--- config.mk ---
export PLATFORM = sky130hd
export DESIGN_NAME = spectrum_acc_writer
export DESIGN_NICKNAME = d
export VERILOG_FILES = /design/src/rtl/spectrum_acc_writer_pkg.sv /design/src/rtl/spectrum_acc_writer_sat_add32.sv /design/src/rtl/spectrum_acc_writer.sv
export SDC_FILE = /design/constraint.sdc
export NUM_CORES = 1
export LEC_CHECK = 0
export ABC_CLOCK_PERIOD_IN_PS = 3700
export BUFFER_PORTS_ARGS = -buffer_cell sky130_fd_sc_hd__buf_2
export CAP_MARGIN = 15
export CORE_ASPECT_RATIO = 1.2
export CORE_MARGIN = 4
export CORE_UTILIZATION = 50
export CTS_CLUSTER_DIAMETER = 30
export DETAILED_ROUTE_END_ITERATION = 8
export GPL_ROUTABILITY_DRIVEN = 0
export GPL_TIMING_DRIVEN = 0
export PLACE_DENSITY = 0.73
export SLEW_MARGIN = 20
export SYNTH_ARGS = -nofsm -noshare
export SYNTH_HDL_FRONTEND = slang
export SYNTH_SLANG_ARGS = --single-unit
export TNS_END_PERCENT = 50
--- constraint.sdc ---
create_clock -name clk -period 3.7 [get_ports clk]
set_input_delay 0 -clock clk [delete_from_list [all_inputs] [get_ports clk]]
set_output_delay 0 -clock clk [all_outputs]
set_load 0.005 [all_outputs]
--- src/rtl/spectrum_acc_writer_pkg.sv ---
// Shared constants and FSM encoding for the spectrum accumulator
// writer and the downstream peak detector.
package spectrum_acc_writer_pkg;

  localparam int TOTAL_RANGEBIN  = 9;
  localparam int RANGE_IN_POINTS = 1024;
  localparam int PD_CYCLES       = 9240;

  localparam int BIN_W  = 4;
  localparam int PT_W   = 10;
  localparam int ADDR_W = BIN_W + PT_W;
  localparam int DATA_W = 32;

  typedef enum logic [2:0] {
    S_IDLE,
    S_ACCUM,
    S_FLUSH,
    S_PD_RUN,
    S_DONE
  } acc_state_e;

endpackage

--- src/rtl/spectrum_acc_writer_sat_add32.sv ---
// Saturating accumulate stage: registers the new sample so it lines
// up with the 1-cycle buffer read, then adds with carry clamp.
module sat_add32
  import spectrum_acc_writer_pkg::*;
(
  input  logic              clk,
  input  logic              rst,
  input  logic              in_valid,
  input  logic              in_first,
  input  logic [DATA_W-1:0] in_din,
  input  logic [DATA_W-1:0] acc_in,
  output logic              out_valid,
  output logic [DATA_W-1:0] sum,
  output logic              ovf
);

  logic              valid_q, valid_d;
  logic              first_q, first_d;
  logic [DATA_W-1:0] din_q, din_d;
  logic [DATA_W:0]   raw;

  always_comb begin
    valid_d = in_valid;
    first_d = in_valid ? in_first : first_q;
    din_d   = in_valid ? in_din : din_q;
  end

  always_ff @(posedge clk or posedge rst) begin
    if (rst) begin
      valid_q <= 1'b0;
      first_q <= 1'b0;
      din_q   <= '0;
    end else begin
      valid_q <= valid_d;
      first_q <= first_d;
      din_q   <= din_d;
    end
  end

  always_comb begin
    raw       = {1'b0, acc_in} + {1'b0, din_q};
    out_valid = valid_q;
    sum       = '0;
    ovf       = 1'b0;
    if (valid_q) begin
      if (first_q) begin
        sum = din_q;
      end else if (raw[DATA_W]) begin
        sum = '1;
        ovf = 1'b1;
      end else begin
        sum = raw[DATA_W-1:0];
      end
    end
  end

endmodule

--- src/rtl/spectrum_acc_writer.sv ---
// Accumulates power samples over N pulses into an external buffer,
// then opens the peak-detection window.
module spectrum_acc_writer
  import spectrum_acc_writer_pkg::*;
#(
  parameter int TOTAL_RANGEBIN  = spectrum_acc_writer_pkg::TOTAL_RANGEBIN,
  parameter int RANGE_IN_POINTS = spectrum_acc_writer_pkg::RANGE_IN_POINTS,
  parameter int PD_CYCLES       = spectrum_acc_writer_pkg::PD_CYCLES
) (
  input  logic              clk,
  input  logic              rst,
  input  logic              acc_start,
  input  logic [15:0]       acc_pulses,
  input  logic              din_valid,
  input  logic              din_sop,
  input  logic [DATA_W-1:0] din,
  output logic [ADDR_W-1:0] rd_addr,
  input  logic [DATA_W-1:0] rd_data,
  output logic              wr_en,
  output logic [ADDR_W-1:0] wr_addr,
  output logic [DATA_W-1:0] wr_data,
  output logic              pd_en,
  output logic              busy,
  output logic              frame_done,
  output logic              err
);

  localparam int PD_W = $clog2(PD_CYCLES + 1);
  localparam logic [BIN_W-1:0] BIN_LAST = BIN_W'(TOTAL_RANGEBIN - 1);
  localparam logic [PT_W-1:0]  PT_LAST  = PT_W'(RANGE_IN_POINTS - 1);
  localparam logic [PD_W-1:0]  PD_LAST  = PD_W'(PD_CYCLES - 1);

  acc_state_e        state_q, state_d;
  logic [BIN_W-1:0]  bin_q, bin_d;
  logic [PT_W-1:0]   point_q, point_d;
  logic [15:0]       pulse_cnt_q, pulse_cnt_d;
  logic [15:0]       acc_pulses_q, acc_pulses_d;
  logic              in_pulse_q, in_pulse_d;
  logic              err_q, err_d;
  logic [PD_W-1:0]   pd_cnt_q, pd_cnt_d;
  logic [ADDR_W-1:0] wr_addr_q, wr_addr_d;

  logic              start_ok, in_accum, accept;
  logic              drop_err, realign, pulse_end;
  logic [BIN_W-1:0]  cur_bin;
  logic [PT_W-1:0]   cur_point;
  logic [15:0]       pulse_cnt_inc;
  logic              ovf;

  always_comb begin
    start_ok  = (state_q == S_IDLE) && acc_start && (acc_pulses != '0);
    in_accum  = (state_q == S_ACCUM);
    accept    = in_accum && din_valid && (din_sop || in_pulse_q);
    drop_err  = in_accum && din_valid && !din_sop && !in_pulse_q;
    realign   = in_accum && din_valid && din_sop && in_pulse_q;
    cur_bin   = din_sop ? '0 : bin_q;
    cur_point = din_sop ? '0 : point_q;
    pulse_end = accept && (cur_bin == BIN_LAST) && (cur_point == PT_LAST);
    pulse_cnt_inc = pulse_cnt_q + 16'd1;
  end

  always_ff @(posedge clk or posedge rst) begin
    if (rst) begin
      state_q <= S_IDLE;
    end else begin
      state_q <= state_d;
    end
  end

  always_comb begin
    state_d = state_q;
    unique case (state_q)
      S_IDLE:   if (start_ok) state_d = S_ACCUM;
      S_ACCUM:  if (pulse_end && (pulse_cnt_inc == acc_pulses_q))
                  state_d = S_FLUSH;
      S_FLUSH:  state_d = S_PD_RUN;
      S_PD_RUN: if (pd_cnt_q == PD_LAST) state_d = S_DONE;
      S_DONE:   state_d = S_IDLE;
      default:  state_d = S_IDLE;
    endcase
  end

  always_comb begin
    busy       = (state_q != S_IDLE);
    pd_en      = (state_q == S_PD_RUN);
    frame_done = (state_q == S_DONE);
    rd_addr    = in_accum ? {cur_bin, cur_point} : '0;
    wr_addr    = wr_addr_q;
    err        = err_q;
  end

  always_comb begin
    bin_d        = bin_q;
    point_d      = point_q;
    pulse_cnt_d  = pulse_cnt_q;
    acc_pulses_d = acc_pulses_q;
    in_pulse_d   = in_pulse_q;
    wr_addr_d    = wr_addr_q;
    pd_cnt_d     = (state_q == S_PD_RUN) ? pd_cnt_q + PD_W'(1) : '0;
    if (start_ok) begin
      bin_d        = '0;
      point_d      = '0;
      pulse_cnt_d  = '0;
      in_pulse_d   = 1'b0;
      acc_pulses_d = acc_pulses;
    end
    if (accept) begin
      wr_addr_d = {cur_bin, cur_point};
      if (pulse_end) begin
        // hold the address until the next start-of-pulse realigns it
        bin_d       = cur_bin;
        point_d     = cur_point;
        in_pulse_d  = 1'b0;
        pulse_cnt_d = pulse_cnt_inc;
      end else begin
        in_pulse_d = 1'b1;
        if (cur_point == PT_LAST) begin
          point_d = '0;
          bin_d   = cur_bin + BIN_W'(1);
        end else begin
          point_d = cur_point + PT_W'(1);
          bin_d   = cur_bin;
        end
      end
    end
    err_d = err_q | drop_err | realign | ovf;
    if (start_ok) err_d = 1'b0;
  end

  always_ff @(posedge clk or posedge rst) begin
    if (rst) begin
      bin_q        <= '0;
      point_q      <= '0;
      pulse_cnt_q  <= '0;
      acc_pulses_q <= '0;
      in_pulse_q   <= 1'b0;
      err_q        <= 1'b0;
      pd_cnt_q     <= '0;
      wr_addr_q    <= '0;
    end else begin
      bin_q        <= bin_d;
      point_q      <= point_d;
      pulse_cnt_q  <= pulse_cnt_d;
      acc_pulses_q <= acc_pulses_d;
      in_pulse_q   <= in_pulse_d;
      err_q        <= err_d;
      pd_cnt_q     <= pd_cnt_d;
      wr_addr_q    <= wr_addr_d;
    end
  end

  sat_add32 u_sat_add32 (
    .clk       (clk),
    .rst       (rst),
    .in_valid  (accept),
    .in_first  (pulse_cnt_q == '0),
    .in_din    (din),
    .acc_in    (rd_data),
    .out_valid (wr_en),
    .sum       (wr_data),
    .ovf       (ovf)
  );

endmodule

---- Word level (Yosys, flattened, before mapping) ----
Index checks and enable logic that the tools add are counted.
storage, ports and cells
  register bits ........................... 113
  input bits .............................. 85
  output and inout bits ................... 65
  word-level logic and storage cells ...... 80
operators by class
  add/sub/neg operators ................... 5
  equality and inequality tests ........... 11
  multiplexer cells ....................... 29
  bitwise operators ....................... 3
  reductions and logical operators ........ 20
operator list
  operator                                                number
  2-to-1 mux 32 bit                                       3
  2-to-1 mux 10 bit                                       5
  2-to-1 mux 16 bit                                       3
  adder 32 x 32 -> 33 bit                                 1
  2-to-1 mux 14 bit                                       2
  2-to-1 mux 4 bit                                        5
  adder 16 x 1 -> 16 bit (second input constant)          1
  equality test 16 bit                                    1
  zero test 16 bit                                        1
  nonzero test 16 bit                                     1
  adder 14 x 1 -> 14 bit (second input constant)          1
  equality test 14 bit (second input constant)            1
  case mux 3 bit (4 select lines)                         1
  logical AND 1 bit                                       11
  adder 10 x 1 -> 10 bit (second input constant)          1
  equality test 10 bit (second input constant)            1
  2-to-1 mux 3 bit                                        3
  2-to-1 mux 1 bit                                        7
  equality test 3 x 2 -> 1 bit (second input constant)    2
  adder 4 x 1 -> 4 bit (second input constant)            1
  equality test 4 bit (second input constant)             1
  inequality test 2 x 1 -> 1 bit (second input constant)  2
  equality test 3 x 1 -> 1 bit (second input constant)    1
  equality test 3 bit (second input constant)             1
  other kinds (8)                                         11

---- Depth between registers and ports, before layout ----
Gate-level depths: netlist (run 1).
  word-level depth ........................ 8
  depth in mapped cells ................... 12

---- Modules after synthesis ----
From an unflattened synthesis (run 1), not the netlist that was laid out.
unflattened totals
  cell total of the unflattened synthesis .. 894
  area, all modules ....................... 7925.1 um^2
by module, submodules not included
  module               instances  cells each  area an instance (um^2)  seq. area each (um^2)
  spectrum_acc_writer  1          482         4426.7                   1976.9
  sat_add32            1          412         3498.4                   850.8

---- Worst setup path before layout (run 1) ----
OpenSTA, ideal clock, no wires.
  kind .................................... register to output
  start ................................... register u_sat_add32.din_q[0]
  end ..................................... output wr_data[30]
  arrival time ............................ 2.736 ns
  required time ........................... 3.700 ns
  path slack .............................. 0.964 ns
  cell stages (with the launch flop) ...... 10
  buffers on the path ..................... 0
  cells stage by stage .................... dfrtp_1 -> ha_1 -> fa_1 -> a211oi_1 -> o211ai_1 -> a211oi_1 -> nor4_1 -> o211ai_1 -> nand3_1 -> o311a_1
on the way
  cells in the longest elaborated chain, start to end .. 4
RTL lines
  item                     RTL line                             RTL
  start, declared          spectrum_acc_writer_sat_add32.sv:19  logic [DATA_W-1:0] din_q, din_d;
  start signal, assigned   spectrum_acc_writer_sat_add32.sv:36  din_q <= din_d;
  adder 32 x 32 -> 33 bit  spectrum_acc_writer_sat_add32.sv:41  raw = {1'b0, acc_in} + {1'b0, din_q};
  2-to-1 mux 32 bit        spectrum_acc_writer_sat_add32.sv:48  end else if (raw[DATA_W]) begin
  2-to-1 mux 32 bit        spectrum_acc_writer_sat_add32.sv:46  if (first_q) begin
  2-to-1 mux 32 bit        spectrum_acc_writer_sat_add32.sv:45  if (valid_q) begin
  end, declared            spectrum_acc_writer.sv:21            output logic [DATA_W-1:0] wr_data,
No other way between the ends.

---- Worst setup path in the final report (run 1) ----
Same ends and word-level chain as after synthesis.

==> run summary, run 1 <==
simple-gate area share of the yosys netlist - 0.250
placed cell areas - 8900 sq um
gr ovfl total - 0
CP startpoint - u_sat_add32.din_q[0]
worst-path fanout max - 9
die height - 145 um
first-pass GRT wire length - 37700 um
Setup violations, final - 0
run status - finished clean
worst-margin pin slew - 724 ps
TNS Setup - 0 ps
worst vdd ir - 0.331 mV
clk buf depth - 2
Worst-Skew Late Latency - 420 ps
DRT Wirelength - 23500 um
syn_nets - 1102
CTS tree - done
drt pass-1 iters - 5
#FFs+latches synth - 113
synthesized area per cell - 8.05 sq um
Tcrit/Tclk final - 0.962
max-slew violations - 0
largest net degree at the start of global routing - 64
Hold Startpoint - din_valid
RSZ-0062 raised after global routing - yes
worst clock skew - 6.79 ps
synthesized area - 7870 sq um
worst r2r src - bin_q[1]
Critical Path Source Type - register
post-layout util - 0.662
Synth warnings - 0
final instance area - 10100 sq um
Ant. Diodes - 0
layout cells sized above 1 - 0.179
Max-cap violations - 0
Critical Path, Cell by Cell - ha_1 -> fa_1 -> a211oi_2 -> o211ai_1 -> a211oi_2 -> nor4_1 -> o211ai_1 -> buf_4 -> nand3_2 -> o311a_1 -> buf_2
Core Box Area - 15200 sq um
WS Path Type - reg -> out
Hold Path Class - in -> reg
FILL cells - 1349
Syn Inst Count - 978
number of flops mapped to enable cells by yosys - 0
die width - 123 um
Starting Density - 0.518
CP required - 3700 ps
CTS Buf Count - 17
PD cells - 416 nW/um^2
Starting DRT DRC Count - 725
clock root buffer master - clkbuf_16
commonest non-fill, non-tap cell in the layout - nand2_1
final antenna-violating net count - 0
io pins - 150
Worst Setup End Kind - primary output
Compound-Gate Fraction of Synth Area - 0.212
Synth top area share - 0.359
Clock Pin Slew Worst Setup and Hold Paths - 50 ps
Total GRT Usage - 0.261
Final HPWL DP - 17000 um
multiplexer share of the synthesized area - 0.00143
Post-Synth XOR/XNOR Area - 0.0723
DRC Markers - 0
Worst path max stage delay - 450 ps
Rows - 49
H-tree levels - 4
TritonCTS sink count - 113
largest family of logic cells by synthesized area - simple AND/OR/NAND/NOR gates
crit path max-delay cell type - fa_1
post-DR vias/cell - 5.65
min cycle time layout - 3560 ps
pre-CTS WS - 43.1 ps
worst setup margin - 139 ps
adder-cell share of the synthesized area - 0.0630
placed cells - 1332
# port buffers - 149
Yosys cell types - 69
Final Hold Viols - 0
drt wl/cell - 16.6 um
Top FF cell, synth - dfrtp_1
Max-slew headroom - 0.515
vias in the first global route - 7686
ys async rst share - 1.00
sequential share of the synthesized area - 0.359
CP arrival - 3560 ps
DR vias - 7993
non-filler instance count after layout - 1415
P_leak - 4.91 nW
cell taking the most area after synthesis - dfrtp_1
antenna violations before repair - 0
Syn-to-layout area delta - 27.9%
die area - 17800 sq um
Synth area leaders - dfrtp_1 36%, nand2_1 11%, ha_1 6.0%
Nets - 1323
f_max - 281 MHz
commonest cells after routing, fill and taps aside - 222 x nand2_1, 152 x buf_2, 113 x dfrtp_1
registers in the layout, indices dropped and copies added, names as in the netlist, 3 cells and up:
| name | count |
|---|---|
| pd_cnt_q | 14 |
| wr_addr | 14 |
| acc_pulses_q | 16 |
| pulse_cnt_q | 16 |
| bin_q | 4 |
| point_q | 10 |
| u_sat_add32.din_q | 32 |
| state_q | 3 |
logic make-up after synthesis:
kind of cell               count (synthesis)
and+or+nand+nor                          430
AOI/OAI and AO/OA                        249
DFF                                      113
buffers and inverters                     81
xor gates and xnor gates                  65
adders and majority gates                 39
muxes                                      1
path summary, 6_finish.rpt:
| path | endpoint | slack, ps | cells after the start |
|---|---|---|---|
| setup / recovery | wr_data[30] | 140 | 11 |
| hold / removal | err | 30 | 4 |
| setup reg to reg | state_q[0] | 550 | 9 |
| hold reg to reg | pd_cnt_q[0] | 450 | 1 |
| max in group asynchronous | acc_pulses_q[6] | 2830 | 4 |
| min in group asynchronous | u_sat_add32.din_q[28] | 220 | 3 |
metal layers:
metal	vias to the layer above	global-route usage	part of all wire
li1	3940	-	-
met1	3712	0.316	0.41
met2	294	0.464	0.51
met3	47	0.0509	0.060
met4	0	0.0812	0.023
met5	-	0	0
through the flow:
| step | power [mW] | hold WS [ps] |
|---|---|---|
| final | 4.19 | 27.8 |
| after global routing | 4.39 | 69.6 |
| after CTS | 4.18 | 38.4 |
| after detailed placement | 2.39 | 132 |
| after global placement | 2.37 | 191 |
| after floorplan | 2.06 | 105 |
worst max-delay path: cells and delay by family (launching register included):
family | cells | cell delay, ps
AOI/OAI and AO/OA | 5 | 1420
adders and majority gates | 2 | 680
buffers and inverters | 2 | 300
DFF | 1 | 390
and+or+nand+nor | 2 | 350
where the power goes:
group	switching, mW	internal, mW
Combinational	0.615	0.472
Sequential	0.0613	1.30
Clock	0.590	1.16
synth_stat cells, drive strengths merged, types with 21 or more instances:
library cell  number
nand2            222
dfrtp            113
o21ai             86
nor2              64
a21oi             43
clkbuf            42
ha                38
xnor2             36
xor2              29
inv               28
nand3             28
nand2b            21
cell type report:
| class | instances | area [sq um] | area share |
|---|---|---|---|
| clock buffer | 21 | 460 | 0.0457 |
| timing repair buffer | 202 | 1290 | 0.128 |
| buffer | 53 | 226 | 0.0225 |
| inverter | 28 | 110 | 0.0109 |
| multi-input combinational | 784 | 4740 | 0.471 |
| clock inverter | 10 | 159 | 0.0158 |
| sequential | 113 | 2830 | 0.281 |
| tap | 204 | 255 | 0.0254 |
repair_timing:
item | 4_1_cts | 5_1_grt
setup buffers | 2 | 0
hold buffers | 50 | 0
setup endpoints to repair | 31 | 11
gates resized for setup | 3 | 6
endpoints found under the hold margin | 110 | 0
pin swaps | 1 | 0
No activity file was read; power rests on OpenSTA's default activity.
==> run 2, diff against run 1 <==
--- a/config.mk
+++ b/config.mk
@@ -5,6 +5,7 @@
 export SDC_FILE = /design/constraint.sdc
 export NUM_CORES = 1
 export LEC_CHECK = 0
+export ABC_AREA = 1
 export ABC_CLOCK_PERIOD_IN_PS = 3700
 export BUFFER_PORTS_ARGS = -buffer_cell sky130_fd_sc_hd__buf_2
 export CAP_MARGIN = 15
==> run 2 against run 1 <==
Compared with the run above:
- sequential power increased by 34%
- total power is 55% higher
- register-to-register slack better by 630 ps
==> run summary, run 2 <==
run status - finished clean
Sw Ratio - 0.440 (+0.138)
f_max - 299 MHz (+6.6%)
DR vias - 8552 (+7.0%)
setup bufs post-CTS - 0 (-2)
syn_nets - 1291 (+17%)
H-tree levels - 4 (unchanged)
Critical Path Source Type - register
synthesized area - 7840 sq um (-0.33%)
Final HPWL DP - 17800 um (+4.7%)
met3 Track Usage GR - 0.0510 (+0.0000595)
most numerous cell in the Yosys netlist - nand2_1
Ant. Diodes - 0 (unchanged)
final antenna-violating net count - 0 (unchanged)
sequential share of the synthesized area - 0.361 (+0.00120)
synthesized area per cell - 6.72 sq um (-16%)
Sequential Power Share - 0.281 (-0.043)
worst reg-to-reg path cell count - 13 (+4)
Setup violations, final - 0 (unchanged)
Syn-to-layout area delta - 27.3%
Synth area leaders - dfrtp_1 36%, nand2_1 16%, nor2_1 7.1%
post-layout util - 0.657 (-0.00551)
total power - 6.49 mW (+55%)
Core Box Area - 15200 sq um (unchanged)
P_leak - 5.11 nW (+4.1%)
top post-synthesis cells by count - 335 x nand2_1, 149 x nor2_1, 135 x inv_1
Nets - 1510 (+14%)
clock share of power - 0.257 (-0.159)
WS Path Type - reg -> out
Total GRT Usage - 0.271 (+0.00954)
Synth warnings - 0 (unchanged)
largest register by flop count - u_sat_add32.din_q
io pins - 150 (unchanged)
Register Area - 2830 sq um (unchanged)
Combinational Power Share - 0.462 (+0.203)
FILL cells - 1395 (+3.4%)
Clock Pin Slew Worst Setup and Hold Paths - 60 ps (about the same)
cell taking the most area after synthesis - dfrtp_1
max-slew violations - 0 (unchanged)
Worst Setup End Kind - primary output
commonest non-fill, non-tap cell in the layout - nand2_1
Starting Density - 0.516 (-0.00173)
die area - 17800 sq um (-0.32%)
number of flops mapped to enable cells by yosys - 0 (unchanged)
drt wl/cell - 14.9 um (-10%)
#FFs+latches synth - 113 (unchanged)
Hold Path Class - in -> reg
TritonCTS sink count - 113 (unchanged)
Max-slew headroom - 0.506 (-0.00842)
post-DR vias/cell - 5.33 (-5.6%)
layout cells sized above 1 - 0.143 (-0.0362)
CTS Buf Count - 17 (unchanged)
internal power - 3.63 mW (+24%)
commonest cells after routing, fill and taps aside - 335 x nand2_1, 155 x buf_2, 148 x nor2_1
worst vdd ir - 0.497 mV (+50%)
first-pass GRT wire length - 38700 um (+2.5%)
worst r2r src - point_q[1]
Yosys cell types - 39 (-43%)
Tcrit/Tclk final - 0.903 (-0.0598)
DRT Wirelength - 23900 um (+1.6%)
Worst Hold Margin - 62.2 ps (+34.4 ps)
reg-to-reg slack, setup - 1180 ps (+630 ps)
Syn Inst Count - 1167 (+19%)
worst-path fanout max - 10 (+1)
GR Layer Usage met2 - 0.473 (+0.00963)
CP arrival - 3340 ps (-220 ps)
Worst-Skew Late Latency - 420 ps (about the same)
placed cell areas - 8870 sq um (-0.35%)
Max-cap violations - 0 (unchanged)
DRC Markers - 0 (unchanged)
met1 Track Usage GR - 0.320 (+0.00437)
Top FF cell, synth - dfrtp_1
clock root buffer master - clkbuf_16
worst clock skew - 7.59 ps (+0.791 ps)
gr ovfl total - 0 (unchanged)
PD cells - 650 nW/um^2 (+56%)
min cycle time layout - 3340 ps (-221 ps)
RSZ-0062 raised after global routing - no
Largest register FFs - 32 (unchanged)
area of the multi-input gates - 4380 sq um (-7.6%)
drt pass-1 iters - 5 (unchanged)
die width - 122 um (-0.16%)
ys async rst share - 1.00 (unchanged)
Worst Setup EP - wr_data[16]
Sw Pwr - 2.86 mW (+130%)
worst-margin pin slew - 733 ps (+8.83 ps)
# port buffers - 148 (-0.67%)
CP startpoint - u_sat_add32.din_q[0]
CTS tree - done
Largest regs - u_sat_add32.din_q x32, acc_pulses_q x16, pulse_cnt_q x16
reg2reg end - pulse_cnt_q[12]
Starting DRT DRC Count - 623 (-14%)
final instance area - 9980 sq um (-0.83%)
Rows - 49 (unchanged)
most used routing layer - met2
Synth top area share - 0.361 (+0.00120)
die height - 145 um (-0.16%)
vias in the first global route - 8269 (+7.6%)
Final Hold Viols - 0 (unchanged)
antenna violations before repair - 0 (unchanged)
CP required - 3700 ps (about the same)
largest net degree at the start of global routing - 70 (+9.4%)
clk buf depth - 2 (unchanged)
[run 2: cell count changes after synthesis, moves of 16 or more]
cell | before | now
nand2_1 | 222 | 335
inv_1 | 27 | 135
nor2_1 | 63 | 149
a21oi_1 | 41 | 71
nand3_1 | 28 | 57
o21ai_0 | 85 | 109
xnor2_1 | 36 | 14
nand2b_1 | 21 | 0
a41oi_1 | 19 | 0
clkbuf_1 | 42 | 24
and3_1 | 18 | 1
xor2_1 | 29 | 13
[run 2: layout make-up]
type	instances	share of cell area
plain buffers	31	0.0127
clock buffers	17	0.0426
clock inverters	15	0.0173
inverters	137	0.0520
multi-input cells	886	0.439
flip-flops and latches	113	0.283
well taps	204	0.0256
repair buffers	200	0.128
[run 2: cell families (layout without fill, tap and decap cells)]
logic type | Yosys count | count (layout) | synth area share
buf+inv | 168 | 400 | 0.0815
fa+ha+maj | 39 | 39 | 0.0632
flops | 113 | 113 | 0.361
xor+xnor | 27 | 27 | 0.0301
compound gates | 225 | 225 | 0.154
simple gates | 595 | 595 | 0.310
[run 2: how the worst min path moves through the flow]
stage	from	end	slack, ps	cells after the start
after CTS	din_sop	wr_addr[13]	30	4
after floorplan	acc_pulses[0]	acc_pulses_q[0]	120	2
final	din_sop	wr_addr[13]	60	4
after detailed placement	rst	u_sat_add32.din_q[25]	60	2
after global routing	din_sop	wr_addr[13]	80	4
after global placement	din[7]	u_sat_add32.din_q[7]	200	3
[run 2: repair_timing]
action                                  CTS  global route
gates resized for setup                   1             1
pin swaps                                 0             0
endpoints found under the hold margin    93             0
hold buffers                             51             0
endpoints found under the setup margin    1             9
[run 2: critical path, stage by stage, from the launching register on]
cell	delay (ps)
dfrtp_1	390
ha_1	220
fa_1	400
nand3_1	100
nand2_1	150
a21oi_1	260
o21ai_0	230
nand2_1	110
nand2_1	90
nor2_2	260
clkbuf_2	340
a31oi_1	190
buf_2	170
[run 2: layer usage]
metal	up-vias	share of wire
li1	4266	-
met1	3911	0.41
met2	315	0.51
met3	60	0.052
met4	0	0.033
met5	-	0
[run 2: through the flow]
stage | setup TNS [ps] | setup WS [ps] | instances
2_1_floorplan | 0 | 713 | 1167
3_3_place_gp | -82370 | -735 | 1519
6_report | 0 | 361 | 1603
5_1_grt | 0 | 119 | 1603
3_5_place_dp | 0 | 448 | 1520
4_1_cts | 0 | 150 | 1603
[run 2: power groups by stage]
stage / clock network, mW / logic (mW) / registers [mW]
after global placement: 0 / 2.84 / 1.83
after detailed placement: 0 / 2.89 / 1.83
after floorplan: 0 / 2.08 / 1.77
after global routing: 1.75 / 3.37 / 1.86
after CTS: 1.69 / 2.95 / 1.82
final: 1.67 / 3.00 / 1.82
==> run 3, diff against run 2 <==
--- a/config.mk
+++ b/config.mk
@@ -6,7 +6,7 @@
 export NUM_CORES = 1
 export LEC_CHECK = 0
 export ABC_AREA = 1
-export ABC_CLOCK_PERIOD_IN_PS = 3700
+export ABC_CLOCK_PERIOD_IN_PS = 4100
 export BUFFER_PORTS_ARGS = -buffer_cell sky130_fd_sc_hd__buf_2
 export CAP_MARGIN = 15
 export CORE_ASPECT_RATIO = 1.2
==> constraint.sdc (replaced) <==
create_clock -name clk -period 4.1 [get_ports clk]
set_input_delay 0 -clock clk [delete_from_list [all_inputs] [get_ports clk]]
set_output_delay 0 -clock clk [all_outputs]
set_load 0.005 [all_outputs]
==> run 3 against run 2 <==
Compared with the run above:
- clock skew increased by 1.2 ps
- total power decreased by 9.8%
- global-route usage unchanged
- largest cell class unchanged
- via count decreased by 0.22%
==> run summary, run 3 (same netlist as run 2, synthesis figures left out) <==
run status - finished clean
die width - 122 um (unchanged)
Worst Hold Margin - 63.2 ps (+0.963 ps)
commonest non-fill, non-tap cell in the layout - nand2_1
vias in the first global route - 8269 (unchanged)
Final Hold Viols - 0 (unchanged)
commonest cells after routing, fill and taps aside - 335 x nand2_1, 155 x buf_2, 149 x nor2_1
drt wl/cell - 14.9 um (unchanged)
Largest regs - u_sat_add32.din_q x32, acc_pulses_q x16, pulse_cnt_q x16
Final HPWL DP - 17800 um (unchanged)
drt pass-1 iters - 5 (unchanged)
clk buf depth - 2 (unchanged)
worst vdd ir - 0.448 mV (-9.8%)
setup bufs post-CTS - 0 (unchanged)
CTS Buf Count - 17 (unchanged)
layout cells sized above 1 - 0.142 (-0.00143)
DRT Wirelength - 23900 um (unchanged)
Max-slew headroom - 0.506 (about the same)
FILL cells - 1395 (unchanged)
DRC Markers - 0 (unchanged)
io pins - 150 (unchanged)
H-tree levels - 4 (unchanged)
Ant. Diodes - 0 (unchanged)
clock share of power - 0.257 (about the same)
post-DR vias/cell - 5.32 (-0.22%)
post-layout util - 0.656 (about the same)
TritonCTS sink count - 113 (unchanged)
Sequential Power Share - 0.280 (about the same)
largest net degree at the start of global routing - 70 (unchanged)
non-filler instance count after layout - 1603 (unchanged)
worst-path fanout max - 10 (unchanged)
die height - 145 um (unchanged)
PD cells - 586 nW/um^2 (-9.8%)
worst clock skew - 8.79 ps (+1.20 ps)
Nets - 1510 (unchanged)
Worst-Skew Late Latency - 420 ps (about the same)
Largest register FFs - 32 (unchanged)
Total GRT Usage - 0.271 (unchanged)
RSZ-0062 raised after global routing - no
f_max - 267 MHz
Sw Pwr - 2.58 mW (-9.8%)
Combinational Power Share - 0.462 (about the same)
Core Box Area - 15200 sq um (unchanged)
Starting Density - 0.516 (unchanged)
CP arrival - 3740 ps (+400 ps)
Critical Path Source Type - register
worst-margin pin slew - 733 ps (+0.609 ps)
die area - 17800 sq um (unchanged)
antenna violations before repair - 0 (unchanged)
clock root buffer master - clkbuf_16
internal power - 3.28 mW (-9.8%)
Sw Ratio - 0.440 (about the same)
CP required - 4100 ps (+400 ps)
# port buffers - 148 (unchanged)
Worst Setup End Kind - primary output
min cycle time layout - 3740 ps
Tcrit/Tclk final - 0.913
Starting DRT DRC Count - 622 (-0.16%)
gr ovfl total - 0 (unchanged)
first-pass GRT wire length - 38700 um (unchanged)
largest register by flop count - u_sat_add32.din_q
Setup violations, final - 0 (unchanged)
final antenna-violating net count - 0 (unchanged)
CTS tree - done
Clock Pin Slew Worst Setup and Hold Paths - 60 ps (about the same)
P_leak - 5.11 nW (about the same)
DR vias - 8533 (-0.22%)
WS Path Type - reg -> out
max-slew violations - 0 (unchanged)
Hold Path Class - in -> reg
placed cells - 1520 (unchanged)
Syn-to-layout area delta - 27.2% (about the same)
Max-cap violations - 0 (unchanged)
Rows - 49 (unchanged)
[run 3: power groups by stage]
stage	clock (mW)	combinational [mW]	sequential, mW
after CTS	1.52	2.66	1.64
after detailed placement	0	2.61	1.65
final	1.51	2.71	1.64
after floorplan	0	1.88	1.59
after global placement	0	2.56	1.65
after global routing	1.58	3.04	1.68
[run 3: through the flow]
stage	worst slack (ps)	TNS, ps	cell area [sq um]	power (mW)
floorplan	1110	0	7840	3.47
global placement	-335	-37170	8840	4.21
detailed placement	848	0	8870	4.26
CTS	383	0	9980	5.83
global route	137	0	9980	6.30
finish	358	0	9980	5.85
[run 3: what timing repair did]
| action | CTS | global route |
|---|---|---|
| hold endpoints to repair | 93 | 0 |
| gates resized for setup | 0 | 0 |
| hold buffers | 51 | 0 |
[run 3: routing by layer]
layer / share of wire / global-route usage / up-vias
met5: 0 / 0 / -
met4: 0.032 / 0.118 / 0
met3: 0.052 / 0.0510 / 56
met2: 0.51 / 0.473 / 312
met1: 0.41 / 0.320 / 3899
li1: - / - / 4266
[run 3: cell type report]
| cell class | instances | area (sq um) | share of cell area |
|---|---|---|---|
| Multi-Input combinational cell | 886 | 4380 | 0.439 |
| Sequential cell | 113 | 2830 | 0.283 |
| Timing Repair Buffer | 200 | 1280 | 0.128 |
| Inverter | 137 | 519 | 0.0520 |
| Clock buffer | 17 | 425 | 0.0426 |
| Tap cell | 204 | 255 | 0.0256 |
| Clock inverter | 15 | 173 | 0.0173 |
| Buffer | 31 | 125 | 0.0125 |
[run 3: path summary, 6_finish.rpt]
path / from / end / slack (ps) / cells after the start
setup / recovery: u_sat_add32.din_q[0] / wr_data[16] / 360 / 12
hold / removal: din_sop / wr_addr[13] / 60 / 4
setup reg to reg: point_q[1] / pulse_cnt_q[12] / 1580 / 13
hold reg to reg: pd_cnt_q[0] / pd_cnt_q[0] / 480 / 1
max in group asynchronous: rst / point_q[0] / 3260 / 4
min in group asynchronous: rst / u_sat_add32.din_q[26] / 160 / 3
[run 3: worst max-delay path: stages (launching register included)]
cell	delay (ps)
dfrtp_1	390
ha_1	220
fa_1	410
nand3_1	100
nand2_1	150
a21oi_1	260
o21ai_0	230
nand2_1	110
nand2_1	80
nor2_1	390
clkbuf_1	530
a31oi_1	260
buf_2	200
